`config.mk`:
```
export PLATFORM = sky130hd
export DESIGN_NAME = mem_arbiter_flat
export DESIGN_NICKNAME = d
export VERILOG_FILES = /design/src/rtl/mem_arbiter_if.sv /design/src/rtl/mem_arbiter.sv /design/src/flat_wrapper.sv
export SDC_FILE = /design/constraint.sdc
export NUM_CORES = 1
export LEC_CHECK = 0
export ABC_AREA = 1
export BUFFER_PORTS_ARGS = -buffer_cell sky130_fd_sc_hd__buf_2
export CORE_AREA = 2 2 292 294
export DETAILED_ROUTE_END_ITERATION = 8
export DIE_AREA = 0 0 294 296
export GPL_TIMING_DRIVEN = 0
export PLACE_DENSITY = 0.45
export SYNTH_ARGS = -nofsm -noshare
export SYNTH_HDL_FRONTEND = slang
export SYNTH_SLANG_ARGS = --single-unit
```
`constraint.sdc`:
```
create_clock -name clk -period 1.4 [get_ports clk]
set_input_delay 0.14 -clock clk [delete_from_list [all_inputs] [get_ports clk]]
set_output_delay 0.14 -clock clk [all_outputs]
set_load 0.01 [all_outputs]
```
`src/rtl/mem_arbiter_if.sv`:
```
// Bus bundle for mem_arbiter: two line requesters, the memory command/response port and status.
// The slave modport is the arbiter's view; master is the requester/memory side.
interface mem_arbiter_if #(
  parameter int LW = 128
);
  logic          req0_valid;
  logic [31:0]   req0_addr;
  logic          req0_ready;
  logic          req0_resp_valid;
  logic [LW-1:0] req0_rdata;

  logic          req1_valid;
  logic [31:0]   req1_addr;
  logic          req1_write;
  logic [LW-1:0] req1_wdata;
  logic          req1_ready;
  logic          req1_resp_valid;
  logic [LW-1:0] req1_rdata;

  logic          mem_is_input_valid;
  logic [31:0]   mem_addr;
  logic          mem_read;
  logic          mem_write;
  logic [LW-1:0] mem_din;
  logic          mem_ready;
  logic          mem_is_output_valid;
  logic [LW-1:0] mem_dout;

  logic          busy;
  logic          grant_id;

  modport slave (
    input  req0_valid, req0_addr,
    input  req1_valid, req1_addr, req1_write, req1_wdata,
    input  mem_ready, mem_is_output_valid, mem_dout,
    output req0_ready, req0_resp_valid, req0_rdata,
    output req1_ready, req1_resp_valid, req1_rdata,
    output mem_is_input_valid, mem_addr, mem_read, mem_write, mem_din,
    output busy, grant_id
  );

  modport master (
    output req0_valid, req0_addr,
    output req1_valid, req1_addr, req1_write, req1_wdata,
    output mem_ready, mem_is_output_valid, mem_dout,
    input  req0_ready, req0_resp_valid, req0_rdata,
    input  req1_ready, req1_resp_valid, req1_rdata,
    input  mem_is_input_valid, mem_addr, mem_read, mem_write, mem_din,
    input  busy, grant_id
  );
endinterface

```
`src/rtl/mem_arbiter.sv`:
```
// Two-requester round-robin arbiter in front of a single-outstanding line memory port.
// One transaction at a time: IDLE accepts, ISSUE presents the command, WAIT collects the reply.
module mem_arbiter #(
  parameter int LINE_SIZE = 16
) (
  input  logic         clk,
  input  logic         reset,
  mem_arbiter_if.slave bus
);
  localparam int LW = 8 * LINE_SIZE;

  typedef enum logic [1:0] {IDLE, ISSUE, WAIT} state_t;

  state_t        state_reg, state_next;
  logic          last_grant_reg;
  logic          grant_id_reg;
  logic [31:0]   addr_reg;
  logic          write_reg;
  logic [LW-1:0] wdata_reg;
  logic [1:0]    req_valid;
  logic [1:0]    ready;
  logic          accept;
  logic          accept_id;
  logic          done;

  assign req_valid = {bus.req1_valid, bus.req0_valid};

  // On a tie the requester that did not own the last completed transaction wins.
  always_comb begin
    ready = 2'b00;
    if (reset && state_reg == IDLE) begin
      if (req_valid == 2'b11) ready = last_grant_reg ? 2'b01 : 2'b10;
      else                    ready = req_valid;
    end
  end

  assign accept    = |(req_valid & ready);
  assign accept_id = ready[1];
  assign done      = (state_reg == WAIT) && bus.mem_is_output_valid;

  always_ff @(posedge clk or negedge reset) begin
    if (!reset) state_reg <= IDLE;
    else        state_reg <= state_next;
  end

  always_comb begin
    state_next = state_reg;
    case (state_reg)
      IDLE:    if (accept) state_next = ISSUE;
      ISSUE:   if (bus.mem_ready) state_next = WAIT;
      WAIT:    if (bus.mem_is_output_valid) state_next = IDLE;
      default: state_next = IDLE;
    endcase
  end

  always_ff @(posedge clk or negedge reset) begin
    if (!reset) begin
      addr_reg       <= '0;
      write_reg      <= 1'b0;
      wdata_reg      <= '0;
      grant_id_reg   <= 1'b0;
      last_grant_reg <= 1'b1;
    end else begin
      if (accept) begin
        addr_reg     <= accept_id ? bus.req1_addr : bus.req0_addr;
        write_reg    <= accept_id & bus.req1_write;
        wdata_reg    <= accept_id ? bus.req1_wdata : '0;
        grant_id_reg <= accept_id;
      end
      if (done) last_grant_reg <= grant_id_reg;
    end
  end

  // Per-requester response pulse and read-data holding register.
  generate
    for (genvar gi = 0; gi < 2; gi++) begin : g_resp
      logic          resp_reg;
      logic [LW-1:0] rdata_reg;

      always_ff @(posedge clk or negedge reset) begin
        if (!reset) begin
          resp_reg  <= 1'b0;
          rdata_reg <= '0;
        end else begin
          resp_reg <= done && (grant_id_reg == 1'(gi));
          if (done && !write_reg && (grant_id_reg == 1'(gi))) rdata_reg <= bus.mem_dout;
        end
      end
    end
  endgenerate

  assign bus.req0_ready         = ready[0];
  assign bus.req1_ready         = ready[1];
  assign bus.req0_resp_valid    = g_resp[0].resp_reg;
  assign bus.req1_resp_valid    = g_resp[1].resp_reg;
  assign bus.req0_rdata         = g_resp[0].rdata_reg;
  assign bus.req1_rdata         = g_resp[1].rdata_reg;
  assign bus.mem_is_input_valid = (state_reg == ISSUE);
  assign bus.mem_read           = (state_reg == ISSUE) && !write_reg;
  assign bus.mem_write          = (state_reg == ISSUE) && write_reg;
  assign bus.mem_addr           = addr_reg;
  assign bus.mem_din            = wdata_reg;
  assign bus.busy               = (state_reg != IDLE);
  assign bus.grant_id           = grant_id_reg;
endmodule

```
`src/flat_wrapper.sv`:
```
// flat-port wrapper written by rule: the top's interface ports become plain ports
module mem_arbiter_flat 
#(
  parameter int LINE_SIZE = 16
)
  (clk, reset, bus_req0_valid, bus_req0_addr, bus_req1_valid, bus_req1_addr, bus_req1_write, bus_req1_wdata, bus_mem_ready, bus_mem_is_output_valid, bus_mem_dout, bus_req0_ready, bus_req0_resp_valid, bus_req0_rdata, bus_req1_ready, bus_req1_resp_valid, bus_req1_rdata, bus_mem_is_input_valid, bus_mem_addr, bus_mem_read, bus_mem_write, bus_mem_din, bus_busy, bus_grant_id);
  mem_arbiter_if #(.LW((8 * LINE_SIZE))) bus_i ();
  input  logic clk;
  input  logic reset;
  input wire logic [$bits(bus_i.req0_valid)-1:0] bus_req0_valid;
  input wire logic [$bits(bus_i.req0_addr)-1:0] bus_req0_addr;
  input wire logic [$bits(bus_i.req1_valid)-1:0] bus_req1_valid;
  input wire logic [$bits(bus_i.req1_addr)-1:0] bus_req1_addr;
  input wire logic [$bits(bus_i.req1_write)-1:0] bus_req1_write;
  input wire logic [$bits(bus_i.req1_wdata)-1:0] bus_req1_wdata;
  input wire logic [$bits(bus_i.mem_ready)-1:0] bus_mem_ready;
  input wire logic [$bits(bus_i.mem_is_output_valid)-1:0] bus_mem_is_output_valid;
  input wire logic [$bits(bus_i.mem_dout)-1:0] bus_mem_dout;
  output wire logic [$bits(bus_i.req0_ready)-1:0] bus_req0_ready;
  output wire logic [$bits(bus_i.req0_resp_valid)-1:0] bus_req0_resp_valid;
  output wire logic [$bits(bus_i.req0_rdata)-1:0] bus_req0_rdata;
  output wire logic [$bits(bus_i.req1_ready)-1:0] bus_req1_ready;
  output wire logic [$bits(bus_i.req1_resp_valid)-1:0] bus_req1_resp_valid;
  output wire logic [$bits(bus_i.req1_rdata)-1:0] bus_req1_rdata;
  output wire logic [$bits(bus_i.mem_is_input_valid)-1:0] bus_mem_is_input_valid;
  output wire logic [$bits(bus_i.mem_addr)-1:0] bus_mem_addr;
  output wire logic [$bits(bus_i.mem_read)-1:0] bus_mem_read;
  output wire logic [$bits(bus_i.mem_write)-1:0] bus_mem_write;
  output wire logic [$bits(bus_i.mem_din)-1:0] bus_mem_din;
  output wire logic [$bits(bus_i.busy)-1:0] bus_busy;
  output wire logic [$bits(bus_i.grant_id)-1:0] bus_grant_id;
  assign bus_i.req0_valid = bus_req0_valid;
  assign bus_i.req0_addr = bus_req0_addr;
  assign bus_i.req1_valid = bus_req1_valid;
  assign bus_i.req1_addr = bus_req1_addr;
  assign bus_i.req1_write = bus_req1_write;
  assign bus_i.req1_wdata = bus_req1_wdata;
  assign bus_i.mem_ready = bus_mem_ready;
  assign bus_i.mem_is_output_valid = bus_mem_is_output_valid;
  assign bus_i.mem_dout = bus_mem_dout;
  assign bus_req0_ready = bus_i.req0_ready;
  assign bus_req0_resp_valid = bus_i.req0_resp_valid;
  assign bus_req0_rdata = bus_i.req0_rdata;
  assign bus_req1_ready = bus_i.req1_ready;
  assign bus_req1_resp_valid = bus_i.req1_resp_valid;
  assign bus_req1_rdata = bus_i.req1_rdata;
  assign bus_mem_is_input_valid = bus_i.mem_is_input_valid;
  assign bus_mem_addr = bus_i.mem_addr;
  assign bus_mem_read = bus_i.mem_read;
  assign bus_mem_write = bus_i.mem_write;
  assign bus_mem_din = bus_i.mem_din;
  assign bus_busy = bus_i.busy;
  assign bus_grant_id = bus_i.grant_id;
  mem_arbiter #(.LINE_SIZE(LINE_SIZE)) u_core (.clk(clk), .reset(reset), .bus(bus_i));
endmodule
```
Yosys cells after proc, flatten, opt, wreduce, memory -nomap -nowiden --
Index checks and enable logic that the tools add are counted.
Operators by class: bitwise logic cells 3, equality and inequality tests 6, reductions and logical operators 14, mux-type cells 9
Operators with widths (number):
- $mux 128 | 1
- $mux 32 | 1
- $mux 2 | 6
- $logic_and 1x1->1 | 9
- $pmux 2 s3 | 1
- $eq 2x2->1 const B | 2
- $ne 2x2->1 const B | 2
- $reduce_and 3->1 | 1
- $and 2x2->2 | 1
- $eq 2x1->1 const B | 1
- $logic_not 2->1 | 1
- $ne 2x1->1 const B | 1
- $reduce_bool 2->1 | 1
- $reduce_or 2->1 | 1
- $and 1x1->1 | 1
- $logic_not 1->1 | 1
- $not 1->1 | 1
Storage, ports and cells: flip-flop bits (word level) 423, logic and storage cells 42

Longest topological paths before layout --
Gate-level depths: netlist (run 1).
depth in word-level cells 7, depth in mapped cells 9, depth with buffers taken out 7

Worst setup path after synthesis (run 1) --
No wires, ideal clock.
kind flip-flop to flip-flop, start point reg u_core.last_grant_reg, end point reg u_core.state_reg[0], stages on the path, launching flop included 8, buffers on the path 2, data arrival time 1.316 ns, setup slack -0.058 ns, path through dfstp_2 nand2_1 nand2_1 nor2_4 inv_2 buf_6 buf_2 o211ai_1
On the way: word-level cells in the longest chain between the ends 7
RTL lines:
- start: declaration | line mem_arbiter.sv:15 | logic last_grant_reg;
- start signal: assignment | line mem_arbiter.sv:70 | if (done) last_grant_reg <= grant_id_reg;
- $mux 2 (2 in a row) | line mem_arbiter.sv:32 | if (req_valid == 2'b11) ready = last_grant_reg ? 2'b01 : 2'b10;
- $mux 2 | line mem_arbiter.sv:31 | if (reset && state_reg == IDLE) begin
- $and 2x2->2 | line mem_arbiter.sv:37 | assign accept = |(req_valid & ready);
- $reduce_or 2->1 | line mem_arbiter.sv:37
- $ne 2x1->1 (no source line)
- $reduce_and 3->1 (no source line)
- end signal: assignment | line mem_arbiter.sv:43 | else state_reg <= state_next;
- end: declaration | line mem_arbiter.sv:14 | state_t state_reg, state_next;
Every way passes these cells. A chain may end at the register's enable or synchronous reset.

Final worst setup path (run 1) --
start point reg u_core.state_reg[1], end point out bus_mem_read
On the way: word-level cells in the longest chain between the ends 2
RTL lines:
- $eq 2x1->1 | line mem_arbiter.sv:99 | assign bus.mem_read = (state_reg == ISSUE) && !write_reg;
- $logic_and 1x1->1 | line mem_arbiter.sv:99
- end: declaration | line flat_wrapper.sv:27 | output wire logic [$bits(bus_i.mem_read)-1:0] bus_mem_read;
Every way passes these cells.

==> impl.org, run 1 <==
** Placed design
- Last weighted congestion value of the routability-driven placer :: 0.785
- After detailed placement, the design holds a cell count of 3,636.
- Placement Setup Slack :: -1690 ps
- PortBufs :: roughly 750
- Detailed placement ended at an HPWL of between 50,000 and 60,000 µm.

** Synth
- Number of nets produced by synthesis :: 2,118
- Synthesis instantiated 21 different standard cells from the library.
- Leading area contributor after synthesis :: sky130_fd_sc_hd__dfrtp_1
- Synthesis handed over a netlist of approximately 1.8k instances.
- The synthesized netlist occupies a cell area of 0.0166 mm².
- Synth top cells by count :: sky130_fd_sc_hd__nand2_1, sky130_fd_sc_hd__dfrtp_1, sky130_fd_sc_hd__nand3_1
- Summed over its instances, the top area cell type makes up 63.8% of the synthesized netlist area.
- Sequential cell area fraction in the yosys report :: between 60% and 70%
- Number of enable-type register cells in the synthesized netlist :: 0
- In this run the mean area of a mapped cell was 9.24 µm².
- For this run, asynchronously set or reset flops after synthesis account for 100%.
- Synth top area cells :: sky130_fd_sc_hd__dfrtp_1, sky130_fd_sc_hd__nand2_1, sky130_fd_sc_hd__nand3_1
- The most common cell in the synthesized netlist is sky130_fd_sc_hd__nand2_1.
- The Yosys step of the flow raised 0 warnings.
- Top FF cell, synth :: sky130_fd_sc_hd__dfrtp_1
- The synthesized design contains around 420 register bits.

** STA
- Final Max Slew Viols :: 0
- Worst slew margin :: a little over half
- Setup violations remaining at the end of the flow were counted as roughly 430.
- Worst-case hold slack :: -654 ps
- Period utilization :: 130%
- Subtracting the final worst setup slack from the clock period gives 1820 ps.
- Setup slack on the critical path of the routed design comes to -421 ps.
- Highest achievable clock rate :: 549 MHz
- Setup repair after global routing missed its margin :: yes
- Slew of the pin with the lowest slew margin :: 677 ps
- Summed over all failing endpoints, the final setup total negative slack is -129,630 ps.
- Clock skew on the completed layout was measured at 26.2 ps.
- Final hold violations :: 177

** Setup path
- Among all stages on the critical path, the largest delay is contributed by sky130_fd_sc_hd__dfrtp_1.
- The signal on the critical path passes through buf_4, nor2_4, inv_2, nor2_4, buf_2.
- Together, buffers and inverters on the worst path number 3.
- Required time of the critical path :: 1260 ps
- Critical path's top delay family :: flip-flops
- Reg-to-reg critical path startpoint :: u_core.state_reg[1]
- Critical Path Source Type :: flop
- The worst setup path is of the reg2out kind.
- Most used cell, CP :: sky130_fd_sc_hd__nor2_4
- In this run the worst setup path begins at u_core.state_reg[1].
- Slowest stage delay, CP :: ~430 ps
- In this run the worst path has a maximum fanout of 3.
- Capturing element type of the critical path :: output pin
- STA puts the critical path data arrival time at 1680 ps.

** Worst hold path
- Type of the worst min-delay path :: in2async

** GRT
- Entering global routing, the biggest net connects 106 pins.
- The number of antenna violations at the first check in global routing is 0.
- Global-route congestion overflow total :: 0
- The first global-routing pass estimated approximately 110,000 µm of wire.
- Vias in the first global route :: 17.2k
- Across every metal layer, demand over resource in global routing totals 16.1%.

** Clock tree
- Clock latency on the worst-skew pair, taken at its later pin, is 600 ps.
- Clock net sink count :: between 400 and 500
- In this run the deepest clock path goes through 3 buffers.
- Clk slew on worst S/H paths :: roughly 60 ps
- TritonCTS built the clock tree.
- In this run the number of H-tree levels came out at 2.
- Cts bufs inserted :: 50
- Clock root buffer :: sky130_fd_sc_hd__clkbuf_16

** Floorplan
- Once the floorplan was initialized, standard cells occupied 19.7% of the core.
- CORE AREA :: between 0.08 and 0.09 mm²
- The die is 296 µm tall.
- Die Outline Area :: 0.0870 mm²
- Boundary Pins :: 752
- Floorplan die width :: 294 µm
- Row cnt :: 107

** Detailed routing
- Via count :: about 17k
- Dividing the detail-routed wire length by the instance count gives roughly 18 µm.
- Detailed Route Iter0 Violations :: 726
- 1st-pass router iterations :: 5
- WL final :: 73,400 µm
- DRC errors left :: 0
- Dividing the detail-routed via count by the number of cells gives 4.08.
- Post-detailed-route count of antenna-violating nets :: 0

** Outcome
- Violations in the final reports :: negative hold slack, negative setup slack
- The run finished, with violations left.

** Cells and area
- The final layout contains 3,266 nets.
- Cells with a size suffix above 1 make up 32.6% of the layout.
- The area growth from synthesis to layout is 63.6%.
- For this run, the number of standard cells in the final layout without fillers is 4,064.
- Counting the fill cells in the layout gives slightly below 9k.

** Power
- Largest voltage drop on the vdd net :: 1250 µV
- Power density cells :: 2060 mW/mm²
- Standby leakage power :: 14.8 nW
- Total Power Consumption :: 0.0557 W

** Run
- The tool flagged a number of max-cap violations equal to 0.
[cell families (layout without fill, tap and decap cells)]
group / count (synthesis) / in the layout / synth area share [%]
other: 0 / 1 / 0
AO/OA/AOI/OAI: 294 / 294 / 9.41
buffers and inverters: 286 / 1468 / 7.17
flip-flops: 423 / 423 / 64.0
AND/OR/NAND/NOR: 788 / 788 / 19.5
[area by class of cell]
class	count	area (µm²)	share of cell area, %
Tap cell	1090	1360	5.04
Buffer	116	691	2.55
Sequential cell	423	10600	39.1
Inverter	170	651	2.40
Timing Repair Buffer	1096	7320	27.0
Antenna cell	1	2.50	0.00924
Clock buffer	72	1430	5.29
Multi-Input combinational cell	1082	4850	17.9
Clock inverter	14	181	0.670
[cell usage in the layout, fill, tap and decap left out, types with 5 or more instances in the layout]
cell type,count
sky130_fd_sc_hd__nor2_4,5
sky130_fd_sc_hd__clkinv_2,9
sky130_fd_sc_hd__nand3_1,192
sky130_fd_sc_hd__o21bai_1,32
sky130_fd_sc_hd__buf_4,34
sky130_fd_sc_hd__clkbuf_1,21
sky130_fd_sc_hd__clkbuf_2,8
sky130_fd_sc_hd__clkbuf_8,10
sky130_fd_sc_hd__o21ai_0,88
sky130_fd_sc_hd__buf_1,5
sky130_fd_sc_hd__dfrtp_1,422
sky130_fd_sc_hd__inv_1,164
sky130_fd_sc_hd__clkbuf_16,50
sky130_fd_sc_hd__nand2_4,5
sky130_fd_sc_hd__dlygate4sd3_1,323
sky130_fd_sc_hd__o21ai_1,171
sky130_fd_sc_hd__nand2_1,580
sky130_fd_sc_hd__buf_2,813
[final timing paths]
| check | end | slack, ps | cells past startpoint |
|---|---|---|---|
| setup / recovery | bus_mem_read | -420 | 5 |
| hold reg to reg | u_core.bus.req0_rdata[41] | 480 | 2 |
| setup reg to reg | u_core.bus.mem_din[90] | -410 | 9 |
| hold / removal | u_core.bus.req1_rdata[62] | -650 | 1 |
| min in group clk | u_core.bus.mem_addr[31] | 70 | 5 |
| max in group asynchronous | u_core.bus.mem_din[14] | 340 | 4 |
[what timing repair did]
action | CTS | global route
gates resized for setup | 76 | 15
endpoints found under the setup margin | 426 | 426
setup buffers | 13 | 2
gates cloned | 2 | 0
hold buffers | 323 | 1
pin swaps | 5 | 4
hold endpoints to repair | 624 | 130
[power breakdown]
| group | leakage (nW) | switching (W) | internal [W] | total, W |
|---|---|---|---|---|
| Clock | 0.801 | 0.00541 | 0.00779 | 0.0132 |
| Combinational | 8.57 | 0.0125 | 0.00858 | 0.0211 |
| Sequential | 5.45 | 0.00332 | 0.0181 | 0.0214 |
[through the flow]
stage / utilization (%) / instance area (µm²)
global route: 32.2 / 27100
CTS: 32.1 / 27000
global placement: 25.7 / 21700
detailed placement: 25.9 / 21800
finish: 32.2 / 27100
floorplan: - / 16600
[metal layers]
metal / vias up / share of wire, % / global-route usage (%)
li1: 7997 / - / -
met2: 602 / 49 / 28.2
met1: 7862 / 39 / 18.3
met4: 0 / 3.6 / 5.85
met3: 136 / 8.1 / 5.12
met5: - / 0 / 0
(Power assumes the default switching activity.)
==> run 2, diff against run 1 <==
--- a/config.mk
+++ b/config.mk
@@ -10,8 +10,10 @@
 export CORE_AREA = 2 2 292 294
 export DETAILED_ROUTE_END_ITERATION = 8
 export DIE_AREA = 0 0 294 296
+export GPL_ROUTABILITY_DRIVEN = 1
 export GPL_TIMING_DRIVEN = 0
 export PLACE_DENSITY = 0.45
+export RECOVER_POWER = 50
 export SYNTH_ARGS = -nofsm -noshare
 export SYNTH_HDL_FRONTEND = slang
 export SYNTH_SLANG_ARGS = --single-unit
==> run 2 against run 1 <==
The flow still finishes with violations (negative hold slack, negative setup slack). Sequential power barely moved. Via count rose by 0.13%. Sequential share of layout area increased by 0.12 points. Combinational power hardly changed. Critical path type unchanged.
==> impl.org, run 2 (synthesis gave the netlist of run 1 again) <==
** Outcome
- The run finished, with violations left.
- The checks that failed: negative hold slack, negative setup slack.

** Setup path
- Flop-to-flop setup slack :: -410 ps (about the same)
- CP max FO :: 3 (unchanged)
- The critical path data required time is 1260 ps (about the same).
- CP arrival :: 1690 ps (about the same)
- Logic depth of the worst register-to-register path :: 9 (unchanged)
- By startpoint and endpoint, the worst setup path is classified as reg2out.
- Capturing element type of the critical path :: output pin
- The startpoint identified for the worst register-to-register timing path is u_core.state_reg[1].
- Critical R2R Capture :: u_core.bus.mem_din[90]
- Critical Path Source Type :: flop

** GRT
- The number of antenna violations at the first check in global routing was 0 (unchanged).
- The via count of the first global-routing pass came to 17.2k (unchanged).
- Global-route wire length before repair :: 107,000 µm (unchanged)
- Layer carrying the most global-route usage :: met2
- Global Route met2 Usage :: 28.2% (unchanged)
- The met1 global-route usage is 18.3% (unchanged).
- Overall routing resource usage :: 16.1% (unchanged)
- The met3 track utilization from global routing is 5.12% (unchanged).
- The largest net degree at the start of global routing is 106 (unchanged).
- The total overflow reported by the global router came to 0 (unchanged).

** Cells and area
- Number of fill cells in the layout :: 8,922 (+0.12%)
- The share of layout cells above drive strength 1 came to 32.6% (unchanged).
- Layout area overhead :: 63.1%
- Layout Nets :: 3,266 (unchanged)
- Most common library cell in the layout ignoring fill and taps :: sky130_fd_sc_hd__buf_2
- Layout Cell Area excl Fill :: 0.0270 mm² (-0.31%)
- Leaving out fill and tap cells, the most frequent cells in the layout are sky130_fd_sc_hd__buf_2, sky130_fd_sc_hd__nand2_1, sky130_fd_sc_hd__dfrtp_1.

** Detailed routing
- The mean routed wirelength per cell was 18.1 µm (about the same).
- The final antenna-violating net count came to 0 (unchanged).
- 1st-pass router iterations :: 5 (unchanged)
- WL final :: 73,400 µm (about the same)
- Via-to-Cell Ratio :: 4.09 (+0.13%)
- Via count :: 16.6k (+0.13%)
- The initial DRC count is 761 (+4.8%).
- The DRC violations left was 0 (unchanged).

** Floorplan
- Floorplan die width :: 294 µm (unchanged)
- The effective utilization at floorplan came to 19.7% (unchanged).
- Boundary Pins :: 752 (unchanged)
- Die Outline Area :: 0.0870 mm² (unchanged)
- The height of the chip came to 296 µm (unchanged).
- Row cnt :: 107 (unchanged)
- The floorplan core area is 0.0842 mm² (unchanged).

** STA
- Final setup skew :: 24.2 ps (-2.06 ps)
- Period utilization :: 131% (+0.44 points)
- Final hold violations :: 88 (-50%)
- The worst max-slew margin expressed relative to the limit is 6.63% (-48 points).
- Setup repair after global routing could not meet its margin everywhere.
- Clock period minus worst slack :: 1830 ps (+6.23 ps)
- The highest clock frequency the design can meet came to 547 MHz (-0.34%).
- Setup WS post-layout :: -427 ps (-6.23 ps)
- The tightest hold margin is -654 ps (-0.0750 ps).
- Slew of the pin with the lowest slew margin :: 1400 ps (+724 ps)
- The number of endpoints failing setup at the final stage is 425 (unchanged).
- The count of pins over their slew limit was 0 (unchanged).

** Placed design
- Post-place instance area :: 0.0218 mm² (unchanged)
- The sum of net half-perimeters after detailed placement is 53,200 µm (unchanged).
- The weighted congestion reported at the end of routability-driven placement came to 0.785 (unchanged).
- The count of buffers inserted at the top-level ports was 751 (unchanged).

** Run
- Number of max-capacitance violations reported :: 0 (unchanged)

** Clock tree
- The total number of H-tree levels came to 2 (unchanged).
- The tree is rooted in a sky130_fd_sc_hd__clkbuf_16.
- Maximum clock path buffer count :: 3 (unchanged)
- Cts bufs inserted :: 50 (unchanged)
- The number of sinks handled by clock tree synthesis came to 423 (unchanged).
- The clock slew at the register clock pins of the worst setup and hold paths was 60 ps (about the same).
- Skew-Pair Late Insertion Delay :: 590 ps (about the same)
- Clock tree from TritonCTS :: done

** Power
- Proportion of power drawn by flip-flops and latches :: 38.4% (about the same)
- Largest voltage drop on the vdd net :: 1240 µV (-0.81%)
- The power share of the clock group came to 23.7% (about the same).
- The proportion of power drawn by combinational gates came to 37.9% (about the same).
- The internal power component is 0.0344 W (about the same).
- The net switching power is 0.0213 W (about the same).
- The areal power density over the cells is 2060 mW/mm² (+0.30%).
- Switching Fraction :: 38.2% (+0.044 points)
- Standby leakage power :: 14.8 nW (-0.28%)

** Worst hold path
- The path class of the tightest hold or removal check is in2async.
## run 2: cell count changes in the layout (fill, tap and decap cells not counted), sizes merged
cell    delta
buf        -1
bufbuf     -2
clkbuf     +3
## run 2: worst max-delay path by stage
stage,from,to,slack (ps),depth (start not counted)
2_1_floorplan,u_core.state_reg[1],u_core.bus.mem_din[118],-9,8
3_3_place_gp,reset,u_core.bus.mem_din[126],-9440,8
3_5_place_dp,reset,u_core.bus.mem_din[122],-1690,10
4_1_cts,u_core.state_reg[1],bus_req1_ready,-540,5
5_1_grt,u_core.state_reg[0],u_core.bus.mem_din[93],-510,9
6_report,u_core.state_reg[1],bus_mem_read,-430,5
## run 2: routing by layer
| metal | routed length (µm) | part of all wire, % | vias to the layer above |
|---|---|---|---|
| met1 | 28700 | 39 | 7885 |
| li1 | - | - | 7999 |
| met2 | 36100 | 49 | 599 |
| met4 | 2650 | 3.6 | 0 |
| met5 | 0 | 0 | - |
| met3 | 5960 | 8.1 | 135 |
## run 2: worst max-delay path, stage by stage, from the launching register on
cell and delay, ps:
sky130_fd_sc_hd__dfrtp_1 430, sky130_fd_sc_hd__buf_4 170, sky130_fd_sc_hd__nor2_4 170, sky130_fd_sc_hd__inv_2 80
sky130_fd_sc_hd__nor2_4 110, sky130_fd_sc_hd__buf_2 160
## run 2: power by group through the flow
stage          Combinational [W]  Clock (W)  Sequential, W
2_1_floorplan            0.00670          0         0.0240
3_5_place_dp              0.0201          0         0.0214
3_3_place_gp              0.0201          0         0.0214
6_report                  0.0211     0.0132         0.0214
4_1_cts                   0.0213     0.0136         0.0213
5_1_grt                   0.0234     0.0141         0.0220
## run 2: cell type report
type	instances	area, µm²	share of cell area [%]
flip-flops and latches	423	10600	39.2
repair buffers	1096	7240	26.8
multi-input cells	1082	4850	18.0
clock buffers	72	1430	5.31
well taps	1090	1360	5.05
plain buffers	116	691	2.56
inverters	170	651	2.41
clock inverters	14	181	0.672
diodes	1	2.50	0.00927
## run 2: timing repair
action / in CTS / in global routing
cloned: 2 / 0
endpoints found under the setup margin: 426 / 426
pin swaps: 5 / 4
resized for setup: 76 / 15
hold endpoints to repair: 624 / 130
hold buffers: 323 / 1
buffers inserted: 13 / 2
## run 2: per-stage QoR
step | setup WS, ps | total power (W) | util (%) | TNS, ps | std cells
2_1_floorplan | -9.19 | 0.0307 | - | -418 | 1791
3_3_place_gp | -9440 | 0.0414 | 25.7 | -5524710 | 3632
3_5_place_dp | -1690 | 0.0415 | 25.9 | -466890 | 3636
4_1_cts | -540 | 0.0563 | 32.1 | -164360 | 4060
5_1_grt | -505 | 0.0596 | 32.1 | -189760 | 4063
6_report | -427 | 0.0557 | 32.1 | -129490 | 4064
